## src/rtl/mem_port_arbiter_pkg.sv

```systemverilog
// Shared types and defaults for the instruction/data memory port arbiter.
package mem_port_arbiter_pkg;

   localparam int unsigned ADDR_W           = 16;
   localparam int unsigned DATA_W           = 16;
   localparam int unsigned STARVE_LIMIT_DEF = 4;
   localparam int unsigned TIMEOUT_DEF      = 15;

   localparam logic [DATA_W-1:0] RDATA_ABORT = DATA_W'(16'hFFFF);

   typedef enum logic [1:0] {
      IDLE    = 2'd0,
      SERVE_I = 2'd1,
      SERVE_D = 2'd2
   } arb_state_t;

   typedef struct packed {
      logic              we;
      logic [ADDR_W-1:0] addr;
      logic [DATA_W-1:0] wdata;
   } mem_cmd_t;

   // Instruction fetches are always reads with zeroed write data.
   function automatic mem_cmd_t fetch_cmd(input logic [ADDR_W-1:0] addr);
      mem_cmd_t c;
      c.we    = 1'b0;
      c.addr  = addr;
      c.wdata = '0;
      return c;
   endfunction

endpackage

```

## src/rtl/mem_port_arbiter_if.sv

```systemverilog
// Requester, memory and status signals of the memory port arbiter.
interface mem_port_arbiter_if;
   import mem_port_arbiter_pkg::*;

   logic              i_req;
   logic [ADDR_W-1:0] i_addr;
   logic              i_done;
   logic [DATA_W-1:0] i_rdata;

   logic              d_req;
   logic              d_we;
   logic [ADDR_W-1:0] d_addr;
   logic [DATA_W-1:0] d_wdata;
   logic              d_done;
   logic [DATA_W-1:0] d_rdata;

   logic              mem_req;
   logic              mem_we;
   logic [ADDR_W-1:0] mem_addr;
   logic [DATA_W-1:0] mem_wdata;
   logic [DATA_W-1:0] mem_rdata;
   logic              mem_ack;

   logic              stall_if;
   logic              stall_mem;
   logic              timeout_err;

   modport master (
      input  i_req, i_addr, d_req, d_we, d_addr, d_wdata, mem_rdata, mem_ack,
      output i_done, i_rdata, d_done, d_rdata,
      output mem_req, mem_we, mem_addr, mem_wdata,
      output stall_if, stall_mem, timeout_err
   );

   modport slave (
      output i_req, i_addr, d_req, d_we, d_addr, d_wdata, mem_rdata, mem_ack,
      input  i_done, i_rdata, d_done, d_rdata,
      input  mem_req, mem_we, mem_addr, mem_wdata,
      input  stall_if, stall_mem, timeout_err
   );

endinterface

```

## src/rtl/arb_timeout_counter.sv

```systemverilog
// Counts cycles spent waiting for mem_ack; term_c flags the last allowed cycle.
module arb_timeout_counter #(
   parameter int unsigned LIMIT = 15
) (
   input  logic Clk,
   input  logic Rst,
   input  logic clr,
   output logic term_c
);

   localparam int unsigned CW = (LIMIT > 1) ? $clog2(LIMIT) : 1;

   logic [CW-1:0] cnt_q;

   always_ff @(posedge Clk or posedge Rst) begin
      if (Rst)          cnt_q <= '0;
      else if (clr)     cnt_q <= '0;
      else if (!term_c) cnt_q <= cnt_q + CW'(1);
   end

   assign term_c = (cnt_q == CW'(LIMIT - 1));

endmodule

```

## src/rtl/mem_port_arbiter.sv

```systemverilog
// Arbitrates instruction fetch and data accesses onto one single-port memory,
// data first with bounded instruction starvation and a memory-timeout abort.
module mem_port_arbiter
   import mem_port_arbiter_pkg::*;
#(
   parameter int unsigned STARVE_LIMIT = STARVE_LIMIT_DEF,
   parameter int unsigned TIMEOUT      = TIMEOUT_DEF
) (
   input  logic               Clk,
   input  logic               Rst,
   mem_port_arbiter_if.master bus
);

   localparam int unsigned SW = $clog2(STARVE_LIMIT + 1);
   localparam logic [SW-1:0] STARVE_MAX = SW'(STARVE_LIMIT);

   arb_state_t        state_q, state_d;
   logic [SW-1:0]     starve_q, starve_d;
   mem_cmd_t          cmd_q, cmd_d;
   logic              mem_req_q, mem_req_d;
   logic              i_done_q, i_done_d;
   logic              d_done_q, d_done_d;
   logic [DATA_W-1:0] i_rdata_q, i_rdata_d;
   logic [DATA_W-1:0] d_rdata_q, d_rdata_d;
   logic              timeout_q, timeout_d;
   logic              wait_clr_c;
   logic              wait_term_c;

   assign wait_clr_c = (state_q == IDLE) || bus.mem_ack;

   arb_timeout_counter #(.LIMIT(TIMEOUT)) u_wait (
      .Clk    (Clk),
      .Rst    (Rst),
      .clr    (wait_clr_c),
      .term_c (wait_term_c)
   );

   always_ff @(posedge Clk or posedge Rst) begin
      if (Rst) begin
         state_q   <= IDLE;
         starve_q  <= '0;
         cmd_q     <= '0;
         mem_req_q <= 1'b0;
         i_done_q  <= 1'b0;
         d_done_q  <= 1'b0;
         i_rdata_q <= '0;
         d_rdata_q <= '0;
         timeout_q <= 1'b0;
      end else begin
         state_q   <= state_d;
         starve_q  <= starve_d;
         cmd_q     <= cmd_d;
         mem_req_q <= mem_req_d;
         i_done_q  <= i_done_d;
         d_done_q  <= d_done_d;
         i_rdata_q <= i_rdata_d;
         d_rdata_q <= d_rdata_d;
         timeout_q <= timeout_d;
      end
   end

   always_comb begin
      state_d   = state_q;
      starve_d  = starve_q;
      cmd_d     = cmd_q;
      mem_req_d = mem_req_q;
      i_done_d  = 1'b0;
      d_done_d  = 1'b0;
      i_rdata_d = i_rdata_q;
      d_rdata_d = d_rdata_q;
      timeout_d = timeout_q;

      case (state_q)
         // Requests are still high while done pulses, so skip arbitration then.
         IDLE: begin
            if (!(i_done_q || d_done_q)) begin
               if (bus.d_req && !(bus.i_req && starve_q == STARVE_MAX)) begin
                  state_d    = SERVE_D;
                  mem_req_d  = 1'b1;
                  cmd_d.we   = bus.d_we;
                  cmd_d.addr = bus.d_addr;
                  cmd_d.wdata = bus.d_wdata;
                  if (bus.i_req) starve_d = starve_q + SW'(1);
               end else if (bus.i_req) begin
                  state_d   = SERVE_I;
                  mem_req_d = 1'b1;
                  cmd_d     = fetch_cmd(bus.i_addr);
                  starve_d  = '0;
               end
            end
         end
         SERVE_I: begin
            if (bus.mem_ack || wait_term_c) begin
               state_d   = IDLE;
               mem_req_d = 1'b0;
               i_done_d  = 1'b1;
               i_rdata_d = bus.mem_ack ? bus.mem_rdata : RDATA_ABORT;
               timeout_d = timeout_q | ~bus.mem_ack;
            end
         end
         SERVE_D: begin
            if (bus.mem_ack || wait_term_c) begin
               state_d   = IDLE;
               mem_req_d = 1'b0;
               d_done_d  = 1'b1;
               if (!cmd_q.we) d_rdata_d = bus.mem_ack ? bus.mem_rdata : RDATA_ABORT;
               timeout_d = timeout_q | ~bus.mem_ack;
            end
         end
         default: state_d = IDLE;
      endcase
   end

   assign bus.mem_req     = mem_req_q;
   assign bus.mem_we      = cmd_q.we;
   assign bus.mem_addr    = cmd_q.addr;
   assign bus.mem_wdata   = cmd_q.wdata;
   assign bus.i_done      = i_done_q;
   assign bus.d_done      = d_done_q;
   assign bus.i_rdata     = i_rdata_q;
   assign bus.d_rdata     = d_rdata_q;
   assign bus.timeout_err = timeout_q;
   assign bus.stall_if    = bus.i_req & ~i_done_q;
   assign bus.stall_mem   = bus.d_req & ~d_done_q;

endmodule

```

## src/flat_wrapper.sv

```systemverilog
// flat-port wrapper written by rule: the top's interface ports become plain ports
module mem_port_arbiter_flat import mem_port_arbiter_pkg::*;
#(
   parameter int unsigned STARVE_LIMIT = STARVE_LIMIT_DEF,
   parameter int unsigned TIMEOUT      = TIMEOUT_DEF
)
  (Clk, Rst, bus_i_req, bus_i_addr, bus_d_req, bus_d_we, bus_d_addr, bus_d_wdata, bus_mem_rdata, bus_mem_ack, bus_i_done, bus_i_rdata, bus_d_done, bus_d_rdata, bus_mem_req, bus_mem_we, bus_mem_addr, bus_mem_wdata, bus_stall_if, bus_stall_mem, bus_timeout_err);
  mem_port_arbiter_if bus_i ();
  input  logic Clk;
  input  logic Rst;
  input wire logic [$bits(bus_i.i_req)-1:0] bus_i_req;
  input wire logic [$bits(bus_i.i_addr)-1:0] bus_i_addr;
  input wire logic [$bits(bus_i.d_req)-1:0] bus_d_req;
  input wire logic [$bits(bus_i.d_we)-1:0] bus_d_we;
  input wire logic [$bits(bus_i.d_addr)-1:0] bus_d_addr;
  input wire logic [$bits(bus_i.d_wdata)-1:0] bus_d_wdata;
  input wire logic [$bits(bus_i.mem_rdata)-1:0] bus_mem_rdata;
  input wire logic [$bits(bus_i.mem_ack)-1:0] bus_mem_ack;
  output wire logic [$bits(bus_i.i_done)-1:0] bus_i_done;
  output wire logic [$bits(bus_i.i_rdata)-1:0] bus_i_rdata;
  output wire logic [$bits(bus_i.d_done)-1:0] bus_d_done;
  output wire logic [$bits(bus_i.d_rdata)-1:0] bus_d_rdata;
  output wire logic [$bits(bus_i.mem_req)-1:0] bus_mem_req;
  output wire logic [$bits(bus_i.mem_we)-1:0] bus_mem_we;
  output wire logic [$bits(bus_i.mem_addr)-1:0] bus_mem_addr;
  output wire logic [$bits(bus_i.mem_wdata)-1:0] bus_mem_wdata;
  output wire logic [$bits(bus_i.stall_if)-1:0] bus_stall_if;
  output wire logic [$bits(bus_i.stall_mem)-1:0] bus_stall_mem;
  output wire logic [$bits(bus_i.timeout_err)-1:0] bus_timeout_err;
  assign bus_i.i_req = bus_i_req;
  assign bus_i.i_addr = bus_i_addr;
  assign bus_i.d_req = bus_d_req;
  assign bus_i.d_we = bus_d_we;
  assign bus_i.d_addr = bus_d_addr;
  assign bus_i.d_wdata = bus_d_wdata;
  assign bus_i.mem_rdata = bus_mem_rdata;
  assign bus_i.mem_ack = bus_mem_ack;
  assign bus_i_done = bus_i.i_done;
  assign bus_i_rdata = bus_i.i_rdata;
  assign bus_d_done = bus_i.d_done;
  assign bus_d_rdata = bus_i.d_rdata;
  assign bus_mem_req = bus_i.mem_req;
  assign bus_mem_we = bus_i.mem_we;
  assign bus_mem_addr = bus_i.mem_addr;
  assign bus_mem_wdata = bus_i.mem_wdata;
  assign bus_stall_if = bus_i.stall_if;
  assign bus_stall_mem = bus_i.stall_mem;
  assign bus_timeout_err = bus_i.timeout_err;
  mem_port_arbiter #(.STARVE_LIMIT(STARVE_LIMIT), .TIMEOUT(TIMEOUT)) u_core (.Clk(Clk), .Rst(Rst), .bus(bus_i));
endmodule
```

## config.mk

```make
export PLATFORM = sky130hd
export DESIGN_NAME = mem_port_arbiter_flat
export DESIGN_NICKNAME = d
export VERILOG_FILES = /design/src/rtl/mem_port_arbiter_pkg.sv /design/src/rtl/mem_port_arbiter_if.sv /design/src/rtl/arb_timeout_counter.sv /design/src/rtl/mem_port_arbiter.sv /design/src/flat_wrapper.sv
export SDC_FILE = /design/constraint.sdc
export NUM_CORES = 1
export LEC_CHECK = 0
export BUFFER_PORTS_ARGS = -buffer_cell sky130_fd_sc_hd__buf_4
export CORE_MARGIN = 5
export CORE_UTILIZATION = 37
export CTS_CLUSTER_DIAMETER = 100
export DETAILED_ROUTE_END_ITERATION = 10
export GPL_TIMING_DRIVEN = 0
export HOLD_SLACK_MARGIN = 0.05
export PLACE_DENSITY = 0.74
export SLEW_MARGIN = 20
export SYNTH_ARGS = -nofsm -noshare
export SYNTH_HDL_FRONTEND = slang
export SYNTH_SLANG_ARGS = --single-unit
```

## constraint.sdc

```tcl
create_clock -name Clk -period 2.6 [get_ports Clk]
set_input_delay 0.52 -clock Clk [delete_from_list [all_inputs] [get_ports Clk]]
set_output_delay 0.52 -clock Clk [all_outputs]
set_load 0.01 [all_outputs]
```

# Word level (Yosys, flattened, before mapping)
# Cells that the tools add are included.
# Widths: inputs -> output; s select.
[word_totals]
regBits = 78
in_bits = 70
[classes]
n_addsub = 2
eq_ne = 8
n_mux = 21
n_bitwise = 8
reduce_logical = 17
[op_table]
columns = ["op", "n"]
rows = [
  ["$mux 33", 2],
  ["$mux 16", 1],
  ["$reduce_and 3->1", 4],
  ["$mux 3", 3],
  ["$mux 2", 4],
  ["$mux 4", 2],
  ["$mux 1", 7],
  ["$not 1->1", 5],
  ["$add 4x1->4 const B", 1],
  ["$eq 4x4->1 const B", 1],
  ["$ne 2x2->1 const B", 2],
  ["$pmux 2 s2", 1],
  ["$reduce_and 2->1", 2],
  ["$reduce_and 4->1", 1],
  ["$reduce_bool 2->1", 2],
  ["$add 3x1->3 const B", 1],
  ["$eq 3x3->1 const B", 1],
  ["$logic_or 1x1->1", 3],
  ["$ne 3x3->1 const B", 1],
  ["$and 1x1->1", 2],
  ["$eq 2x1->1 const B", 1],
  ["$eq 2x2->1 const B", 1],
  ["$logic_and 1x1->1", 2],
  ["$logic_not 2->1", 1],
  ["other kinds (5)", 5],
]

# Logic depth before layout (Yosys ltp)
# Gate-level depths: netlist of the first run.
[logic_depth]
word_depth = 7
depth_mapped = 8
ltp_nobuf = 6

# Hierarchy
# Synthesis of the first run repeated with hierarchy kept, for this count alone.
[hier_totals]
cells_unflattened = 302
area_unflattened_um2 = 3289.4
[modules_own_cells]
columns = ["mod", "n_inst", "cells_each", "area_each_um2", "seq_area_each_um2"]
rows = [
  ["mem_port_arbiter", 1, 279, 3044.2, 1851.8],
  ["arb_timeout_counter", 1, 23, 245.2, 100.1],
]

# Worst setup path before layout of the first run
# OpenSTA, ideal clock, no wires.
[synth_timing]
path_type = "flip-flop to flip-flop"
start = "reg u_core.u_wait.cnt_q[0]"
end = "reg u_core.i_rdata_q[0], in the netlist u_core.bus.i_rdata[0]"
t_arrival_ps = 1455
slack_ps = 1024
stages_incl_launch_ff = 8
synth_period_minus_slack_ps = 1576
cell_sequence = "dfrtp_1 > inv_1 > ha_1 > a31oi_4 > nor2b_1 > buf_2 > buf_6 > o22a_1"
[synth_via]
elab_chain_len = 3
[synth_lines]
columns = ["element", "line_no", "text"]
rows = [
  ["start, declared", "arb_timeout_counter.sv:13", "logic [CW-1:0] cnt_q;"],
  ["start signal, assigned", "arb_timeout_counter.sv:18", "else if (!term_c) cnt_q <= cnt_q + CW'(1);"],
  ["$eq 4x4->1", "arb_timeout_counter.sv:21", "assign term_c = (cnt_q == CW'(LIMIT - 1));"],
  ["$logic_or 1x1->1", "mem_port_arbiter.sv:93", "if (bus.mem_ack || wait_term_c) begin"],
  ["$reduce_and 2->1 (no line)", "n/a", ""],
  ["end signal, assigned", "mem_port_arbiter.sv:56", "i_rdata_q <= i_rdata_d;"],
  ["end, declared", "mem_port_arbiter.sv:23", "logic [DATA_W-1:0] i_rdata_q, i_rdata_d;"],
]
# Every way passes these cells.
# A chain may end at the register's enable or synchronous reset.

# Worst setup path in the final report of the first run
[layout_timing]
start = "reg u_core.u_wait.cnt_q[0]"
end = "reg u_core.i_rdata_q[2], in the netlist u_core.bus.i_rdata[2]"
# Same word-level chain as after synthesis.

==> flow_summary.toml, run 1 <==
[run_status]
status = "complete, no violations"

[routing]
dr_total_vias = 2712
firstDrtPassIters = 4
drt-vias-per-instance = 5.12
drtIter0Drc = 50
routed_wl_mm = 8.74
wl_per_cell_um = 16.5
highest_layer = "met4"
drcViolationCount = 0
drtAntennaViolNets = 0
wl_met1_mm = 3.65
dr_wl_met3_um = 844
wl_met2_mm = 4.13

[worst_setup_path]
cp_slowest_cell = "dfrtp_1"
endpoint_kind = "flop"
path_cells = "inv_1 -> ha_1 -> a31oi_4 -> nor2b_1 -> buf_2 -> buf_6 -> o22a_1"
startpoint_type = "flop"
cp.arrival_ns = 1.94
max_stage_delay_ns = 0.41
worstPathRequired_ns = 2.83
r2r_slack_ns = 0.89
crit_start = "u_core.u_wait.cnt_q[0]$_DFFE_PP0P_"
worst-setup-path-type = "reg2reg"
reg2reg_to = "u_core.bus.i_rdata[2]$_DFFE_PP0P_"
reg2reg_from = "u_core.u_wait.cnt_q[0]$_DFFE_PP0P_"
reg2reg_depth = 7
crit_fanout = 10

[clock_network]
cts_buffer_depth = 2
cts-root-buf = "clkbuf_8"
cts_tree = "built"
hold_buffers = 0
post_cts_buffers = 0
cts.repair.resized = 0
cts.reportedPaths.clkPinSlew_ns = 0.08
cts_inserted_buffers = 9
clkLatencyLatePin_ns = 0.34
clock_sinks = 78
h-tree-depth = 3

[die]
fp.dieArea_sq_um = 10700
die_h_um = 103
initial_utilization_pct = 37.6
die_w_um = 103
rows = 34
core_sq_um = 8590
pin_count = 141

[yosys]
syn_avg_cell_area_sq_um = 12.1
synthArstFlopShare_pct = 100
synth.distinct_cells = 36
syn_nets = 345
syn_inst = 267
ys_warn_count = 0
ys_seq_area_share_pct = 60.5
synth_ff_type = "dfrtp_1"
ys_ff_latch = 78
syn_area_sq_um = 3230
synth_edf_count = 0

[place]
gp_congestion = 0.731
dp_hpwl_mm = 6.54
portBuffers = 139
postPlaceCellArea_sq_um = 4440

[global_routing]
grt_pass1_vias = 2816
grt_max_degree = 48
grt_first_pass_wirelength_mm = 14.1
grt_usage_pct = 17.0
antenna_found_initial = 0
grt_overflow = 0

[sta]
fin_tns_setup_ns = 0
fin_skew_ns = 0.00808
worst_pin_slew_ns = 0.532
timing.final.crit_share_pct = 65.7
finalCriticalPeriod_ns = 1.71
rsz0062_at_grt = "false"
setup_viol = 0
slew_viol_final = 0
max_freq_ghz = 0.585
timing.slew.headroom_pct = 64.5
hold_viol = 0

[flow_run]
drv_cap = 0

[cells_and_area]
area_delta_synth_final_pct = 44.7
drive_above_1_share_pct = 42.2
final_nets = 496
n_antenna_cell = 0
fillers = 781
final_area_sq_um = 4670

[power_and_ir_drop]
leakage_nw = 2.22
power_density_nw_per_um2 = 1170
ir_drop_uv = 443

[min_path]
hp-class = "in2async"
cells in the mapped netlist, drive strengths merged (3+ instances only):
library cell | count | area [sq um]
o22a | 32 | 280
nor2 | 23 | 96.4
buf | 14 | 90.1
a22o | 18 | 158
ha | 8 | 100
nand2b | 3 | 18.8
nand2 | 19 | 73.8
nand3 | 4 | 25.0
inv | 8 | 30.0
a21oi | 33 | 165
nor2b | 3 | 18.8
dfrtp | 78 | 1950
where the power goes:
part           switching, mW  internal, mW
Clock                  0.441         0.632
Sequential             0.333          1.74
Combinational           1.09          1.23
worst max path at each step:
stage	endpoint	slack, ns	depth (start not counted)
5_1_grt	u_core.bus.mem_addr[0]$_DFFE_PP0P_	0.74	8
6_report	u_core.bus.i_rdata[2]$_DFFE_PP0P_	0.89	7
3_5_place_dp	u_core.bus.mem_addr[0]$_DFFE_PP0P_	0.89	7
4_1_cts	u_core.bus.i_rdata[6]$_DFFE_PP0P_	0.88	7
2_1_floorplan	u_core.bus.d_done$_DFF_PP0_	0.08	1
3_3_place_gp	u_core.bus.mem_wdata[11]$_DFFE_PP0P_	-0.80	2
metrics by stage:
stage	utilization, %	hold slack (ns)	power (mW)	setup slack (ns)	std cells
2_1_floorplan	-	0.445	3.27	0.0850	267
3_3_place_gp	51.3	0.464	4.36	-0.803	514
3_5_place_dp	51.6	0.472	4.46	0.889	515
4_1_cts	54.4	0.176	5.55	0.883	530
5_1_grt	54.4	0.201	5.87	0.739	530
6_report	54.4	0.181	5.47	0.891	530
layout make-up:
cell class / count / area, sq um / area share [%]
Buffer: 16 / 97.6 / 2.09
Clock buffer: 9 / 124 / 2.65
Clock inverter: 6 / 111 / 2.38
Inverter: 8 / 32.5 / 0.696
Multi-Input combinational cell: 165 / 1150 / 24.6
Sequential cell: 78 / 1950 / 41.8
Tap cell: 108 / 135 / 2.89
Timing Repair Buffer: 140 / 1070 / 22.9
logic make-up (layout without fill, tap and decap cells):
| logic type | after synthesis | after routing | synth area share [%] |
|---|---|---|---|
| XOR/XNOR | 2 | 2 | 0.543 |
| multiplexers | 2 | 2 | 0.659 |
| AO/OA/AOI/OAI | 94 | 94 | 21.9 |
| AND/OR/NAND/NOR | 59 | 59 | 9.42 |
| flip-flops | 78 | 78 | 60.5 |
| buffers and inverters | 24 | 179 | 3.95 |
| adder cells (fa/ha/maj) | 8 | 8 | 3.10 |
worst max-delay path: cells and delay by family (launching register included):
family | cells | cell delay [ns]
AO/OA/AOI/OAI | 2 | 0.47
adder cells (fa/ha/maj) | 1 | 0.26
buffers and inverters | 3 | 0.39
flip-flops | 1 | 0.41
AND/OR/NAND/NOR | 1 | 0.07
routing by layer:
metal | GRT usage, % | vias to the layer above
met5 | 0 | -
met4 | 5.68 | 0
met3 | 5.16 | 9
met2 | 27.5 | 106
met1 | 21.9 | 1327
li1 | - | 1270
state kept, by name (all words and copies together), names as in the netlist, 2 cells and up:
signal / count
u_core.bus.mem_wdata: 16
u_core.bus.i_rdata: 16
u_core.u_wait.cnt_q: 4
u_core.bus.mem_addr: 16
u_core.bus.d_rdata: 16
u_core.starve_q: 3
u_core.state_q: 2
cell usage in the layout, fill, tap and decap left out, drive strengths merged, types with 2 or more instances in the layout:
master / count
a2111oi: 2
a211oi: 2
bufinv: 3
a32o: 2
nand3: 4
a21oi: 33
dfrtp: 78
nor2: 23
nor3: 2
a22o: 18
nand3b: 2
clkbuf: 11
nor2b: 3
nand2: 19
nand2b: 3
clkinv: 2
inv: 8
o22a: 32
buf: 154
ha: 8
xnor2: 2
No activity file was read; power rests on OpenSTA's default activity.
==> inputs of run 2 (changes only) <==
--- a/config.mk
+++ b/config.mk
@@ -12,7 +12,7 @@
 export DETAILED_ROUTE_END_ITERATION = 10
 export GPL_TIMING_DRIVEN = 0
 export HOLD_SLACK_MARGIN = 0.05
-export PLACE_DENSITY = 0.74
+export PLACE_DENSITY = 0.72
 export SLEW_MARGIN = 20
 export SYNTH_ARGS = -nofsm -noshare
 export SYNTH_HDL_FRONTEND = slang
==> constraint.sdc (replaced) <==
create_clock -name Clk -period 1.7 [get_ports Clk]
set_input_delay 0.34 -clock Clk [delete_from_list [all_inputs] [get_ports Clk]]
set_output_delay 0.34 -clock Clk [all_outputs]
set_load 0.01 [all_outputs]
==> run 2 against run 1 <==
First-iteration DRC count is 86% higher. Flip-flop and latch count stayed put. Register-to-register slack worse by 0.79 ns. Count of clock-buffer cells in the layout is 1 higher. Sequential power is 51% higher. Routed wire length is 2.9% lower. Highest routed layer unchanged.
==> flow_summary.toml, run 2 (same netlist as run 1, synthesis figures left out) <==
[power_and_ir_drop]
switching_share_pct = 34.7
p_clk_share_pct = 17.3
power_mw = 8.20
leakage_nw = 2.26
power_density_nw_per_um2 = 1730
ir_drop_uv = 696
internal-power_mw = 5.35
comb_power_share_pct = 44.5
seq_power_share_pct = 38.2
p_sw_mw = 2.85

[die]
pin_count = 141
die_h_um = 103
initial_utilization_pct = 37.6
die_w_um = 103
fp.dieArea_sq_um = 10700
rows = 34
core_sq_um = 8590

[sta]
slew_viol_final = 0
timing.slew.headroom_pct = 70.4
max_freq_ghz = 0.624
rsz0062_at_grt = "true"
setup_ws_ns = 0.0971
fin_tns_setup_ns = 0
hold_ws_ns = 0.210
fin_skew_ns = 0.0137
finalCriticalPeriod_ns = 1.60
timing.final.crit_share_pct = 94.3
worst_pin_slew_ns = 0.444
setup_viol = 0
hold_viol = 0

[place]
dp_hpwl_mm = 6.36
gp_congestion = 0.714
post-place-ws_ns = -0.0363
post-place-cells = 516
postPlaceCellArea_sq_um = 4450
portBuffers = 139

[routing]
dr_total_vias = 2699
wl_per_cell_um = 15.7
drtIter0Drc = 93
firstDrtPassIters = 4
drt-vias-per-instance = 5.00
drtAntennaViolNets = 0
routed_wl_mm = 8.48
drcViolationCount = 0

[clock_network]
cts_buffer_depth = 2
h-tree-depth = 3
cts_inserted_buffers = 9
clkLatencyLatePin_ns = 0.34
cts-root-buf = "clkbuf_8"
clock_sinks = 78
cts.reportedPaths.clkPinSlew_ns = 0.09
cts_tree = "built"

[worst_setup_path]
startpoint_type = "flop"
cp.arrival_ns = 1.83
crit_fanout = 10
worstPathRequired_ns = 1.93
worst-setup-path-type = "reg2reg"
endpoint_kind = "flop"

[flow_run]
drv_cap = 0

[cells_and_area]
final_common_cell = "buf_4"
multi_input_area_sq_um = 1150
register_area_sq_um = 1950
drive_above_1_share_pct = 44.4
final_area_sq_um = 4740
final_nets = 505
final_cell_mix = "buf_4 (147), dfrtp_1 (78), o22a_1 (32), a21oi_1 (32), nor2_1 (21)"
layout.cells.non_filler = 540
fillers = 773
final_core_util_pct = 55.2
area_delta_synth_final_pct = 47.0
n_antenna_cell = 0

[global_routing]
grt_max_degree = 32
antenna_found_initial = 0
grt_pass1_vias = 2815
grt_overflow = 0
grt_usage_pct = 16.1
grt_first_pass_wirelength_mm = 13.4

[min_path]
hp-class = "in2reg"

[run_status]
status = "complete, no violations"
run 2: cell types whose count changed in the layout (fill, tap and decap cells not counted), sizes merged:
| cell | change |
|---|---|
| inv | +1 |
| clkbuf | +1 |
| bufinv | -2 |
| buf | +8 |
| clkinvlp | +1 |
| dlygate4sd3 | +1 |
run 2: power by group through the flow:
stage | logic (mW) | clock network (mW) | registers, mW
after floorplan | 1.55 | 0 | 3.46
after global placement | 3.50 | 0 | 3.15
after detailed placement | 3.60 | 0 | 3.17
after CTS | 3.61 | 1.46 | 3.15
after global routing | 4.02 | 1.55 | 3.23
final | 3.65 | 1.42 | 3.13
run 2: area by class of cell:
cell class	count	share of cell area, %
clock buffers	10	2.90
inverters	8	0.712
repair buffers	149	24.2
plain buffers	16	2.45
well taps	108	2.85
clock inverters	6	1.45
flip-flops and latches	78	41.1
multi-input cells	165	24.3
run 2: worst paths after layout:
kind / cells after the start / end / slack (ns) / startpoint
min in group asynchronous: 3 / u_core.bus.mem_wdata[10]$_DFFE_PP0P_ / 0.57 / Rst
setup / recovery: 8 / u_core.bus.mem_addr[6]$_DFFE_PP0P_ / 0.1 / u_core.starve_q[0]$_DFFE_PP0P_
max in group asynchronous: 4 / u_core.bus.d_done$_DFF_PP0_ / 0.61 / Rst
hold / removal: 2 / u_core.bus.mem_wdata[2]$_DFFE_PP0P_ / 0.21 / bus_d_wdata[2]
hold reg to reg: 1 / u_core.bus.timeout_err$_DFFE_PP0P_ / 0.48 / u_core.bus.timeout_err$_DFFE_PP0P_
setup reg to reg: 8 / u_core.bus.mem_addr[6]$_DFFE_PP0P_ / 0.1 / u_core.starve_q[0]$_DFFE_PP0P_
run 2: layer usage:
layer  vias to the layer above  GRT usage (%)  share of wire (%)
li1                       1291              -                  -
met1                      1300           20.2                 42
met2                        97           26.1                 47
met3                        11           5.37                9.5
met4                         0           5.48                1.2
met5                         -              0                  0
run 2: repair_timing:
action	in CTS	in global routing
pin swaps	1	2
buffers inserted	2	5
hold buffers	1	0
endpoints found under the hold margin	16	0
resized for setup	1	12
cloned	0	0
setup endpoints to repair	12	46
run 2: critical path, cell delays in order (launching register included):
cell and delay, ns:
dfrtp_1 0.39, inv_1 0.08, ha_1 0.16, nand3_1 0.12, and2_1 0.18, buf_2 0.17, buf_6 0.16, a21oi_1 0.15
a21oi_1 0.08
==> inputs of run 3 (changes only) <==
--- a/config.mk
+++ b/config.mk
@@ -7,12 +7,13 @@
 export LEC_CHECK = 0
 export BUFFER_PORTS_ARGS = -buffer_cell sky130_fd_sc_hd__buf_4
 export CORE_MARGIN = 5
-export CORE_UTILIZATION = 37
+export CORE_UTILIZATION = 41
 export CTS_CLUSTER_DIAMETER = 100
+export CTS_CLUSTER_SIZE = 12
 export DETAILED_ROUTE_END_ITERATION = 10
 export GPL_TIMING_DRIVEN = 0
 export HOLD_SLACK_MARGIN = 0.05
-export PLACE_DENSITY = 0.72
+export PLACE_DENSITY = 0.78
 export SLEW_MARGIN = 20
 export SYNTH_ARGS = -nofsm -noshare
 export SYNTH_HDL_FRONTEND = slang
==> constraint.sdc (replaced) <==
create_clock -name Clk -period 1.5 [get_ports Clk]
set_input_delay 0.3 -clock Clk [delete_from_list [all_inputs] [get_ports Clk]]
set_output_delay 0.3 -clock Clk [all_outputs]
set_load 0.01 [all_outputs]
==> run 3 against run 2 <==
The run now ends with setup timing left. Die area is 8.8% lower. Clock skew down 0.0049 ns. Global-route usage increased by 2.1 points. Highest routed layer unchanged.
==> flow_summary.toml, run 3 (same netlist as run 1, synthesis figures left out) <==
[run_status]
status = "finished with violations"
violations = "setup timing"

[place]
dp_hpwl_mm = 6.40
post-place-cells = 510
gp_congestion = 0.787
postPlaceCellArea_sq_um = 4460
portBuffers = 139

[worst_setup_path]
cp.arrival_ns = 1.76
path_cells = "ha_4 -> a31oi_4 -> nor2b_1 -> buf_4 -> clkbuf_16 -> o22a_1"
worstPathRequired_ns = 1.73
cp_slowest_cell = "dfrtp_1"
crit_fanout = 5
worst-setup-path-type = "reg2reg"
max_stage_delay_ns = 0.42
endpoint_kind = "flop"
startpoint_type = "flop"

[routing]
routed_wl_mm = 9.51
drcViolationCount = 0
drt-vias-per-instance = 5.18
firstDrtPassIters = 4
wl_per_cell_um = 17.3
dr_total_vias = 2851
drtAntennaViolNets = 0
drtIter0Drc = 117

[die]
rows = 32
initial_utilization_pct = 42.0
die_h_um = 98.7
pin_count = 141
core_sq_um = 7690
die_w_um = 98.7
fp.dieArea_sq_um = 9750

[cells_and_area]
fillers = 585
n_antenna_cell = 0
final_cell_mix = "buf_4 (159), dfrtp_1 (78), o22a_1 (32)"
final_nets = 521
final_common_cell = "buf_4"
drive_above_1_share_pct = 53.6
final_area_sq_um = 5160
layout.cells.non_filler = 550
area_delta_synth_final_pct = 59.7

[clock_network]
cts_tree = "built"
cts_buffer_depth = 2
cts-root-buf = "clkbuf_8"
cts_inserted_buffers = 9
h-tree-depth = 3
clkLatencyLatePin_ns = 0.34
clock_sinks = 78
cts.reportedPaths.clkPinSlew_ns = 0.08

[power_and_ir_drop]
power_density_nw_per_um2 = 1940
ir_drop_uv = 909
power_mw = 10.0
leakage_nw = 2.40

[global_routing]
top_usage_layer = "met2"
grt_util_met1_pct = 23.6
grt.met3_usage_pct = 6.16
grt_first_pass_wirelength_mm = 14.5
grt_max_degree = 35
grt_util_met2_pct = 29.1
antenna_found_initial = 0
grt_pass1_vias = 2895
grt_usage_pct = 18.3
grt_overflow = 0

[min_path]
hp-class = "in2reg"

[flow_run]
drv_cap = 0

[sta]
finalCriticalPeriod_ns = 1.53
setup_ws_ns = -0.0331
worst_pin_slew_ns = 0.623
setup_viol = 20
timing.slew.headroom_pct = 58.3
rsz0062_at_grt = "true"
timing.final.crit_share_pct = 102
fin_skew_ns = 0.00879
slew_viol_final = 0
max_freq_ghz = 0.652
hold_viol = 0
[run 3: cell count changes in the layout (fill, tap and decap cells not counted), sizes merged]
cell	change
and2	+1
buf	+12
bufinv	-1
clkbuf	+4
clkinv	+2
inv	-2
[run 3: report_power, final]
group / switching (mW) / internal, mW / total (mW) / leakage [nW]
clock network: 0.748 / 0.647 / 1.40 / 0.0893
registers: 0.624 / 3.01 / 3.64 / 0.928
logic: 2.24 / 2.74 / 4.98 / 1.38
total: 3.62 / 6.40 / 10.0 / 2.40
[run 3: final timing paths]
check | slack (ns) | cells past startpoint | endpoint | from
max | -0.03 | 6 | u_core.bus.i_rdata[8]$_DFFE_PP0P_ | u_core.u_wait.cnt_q[1]$_DFFE_PP0P_
min in group asynchronous | 0.60 | 3 | u_core.bus.d_rdata[1]$_DFFE_PP0P_ | Rst
min reg2reg | 0.49 | 1 | u_core.bus.timeout_err$_DFFE_PP0P_ | u_core.bus.timeout_err$_DFFE_PP0P_
max reg2reg | -0.03 | 6 | u_core.bus.i_rdata[8]$_DFFE_PP0P_ | u_core.u_wait.cnt_q[1]$_DFFE_PP0P_
min | 0.17 | 2 | u_core.bus.mem_wdata[15]$_DFFE_PP0P_ | bus_d_wdata[15]
max in group asynchronous | 0.34 | 4 | u_core.bus.i_rdata[14]$_DFFE_PP0P_ | Rst
[run 3: area by class of cell]
| type | instances | area, sq um | area share, % |
|---|---|---|---|
| plain buffers | 14 | 145 | 2.81 |
| flip-flops and latches | 78 | 1950 | 37.9 |
| well taps | 102 | 128 | 2.48 |
| clock inverters | 5 | 35.0 | 0.679 |
| repair buffers | 166 | 1360 | 26.4 |
| multi-input cells | 166 | 1360 | 26.3 |
| inverters | 8 | 33.8 | 0.655 |
| clock buffers | 11 | 141 | 2.74 |
[run 3: routing by layer]
| layer | vias up | wire, um |
|---|---|---|
| li1 | 1323 | - |
| met1 | 1399 | 4060 |
| met2 | 114 | 4560 |
| met3 | 15 | 712 |
| met4 | 0 | 178 |
| met5 | - | 0 |
[run 3: critical path, delay by kind of cell, from the launching register on]
kind,cells,cell delay [ns]
and+or+nand+nor,1,0.07
adders and majority gates,1,0.19
DFF,1,0.42
buffers and inverters,2,0.33
AOI/OAI and AO/OA,2,0.41
[run 3: timing repair]
action                                  CTS  global route
setup buffers                            10             9
gates cloned                              2             4
pin swaps                                18            30
endpoints found under the hold margin    11             0
gates resized for setup                  30            45
hold buffers                              1             0
endpoints found under the setup margin   56            64
[run 3: per-stage QoR]
step | setup WS, ns | setup TNS [ns] | util (%) | hold WS (ns)
floorplan | -0.00501 | -0.0451 | - | 0.426
global placement | -0.205 | -20.01 | 57.3 | 0.466
detailed placement | -0.167 | -6.39 | 58.0 | 0.415
CTS | -0.0205 | -0.237 | 62.6 | 0.160
global route | -0.0980 | -2.16 | 67.1 | 0.161
finish | -0.0331 | -0.246 | 67.1 | 0.173
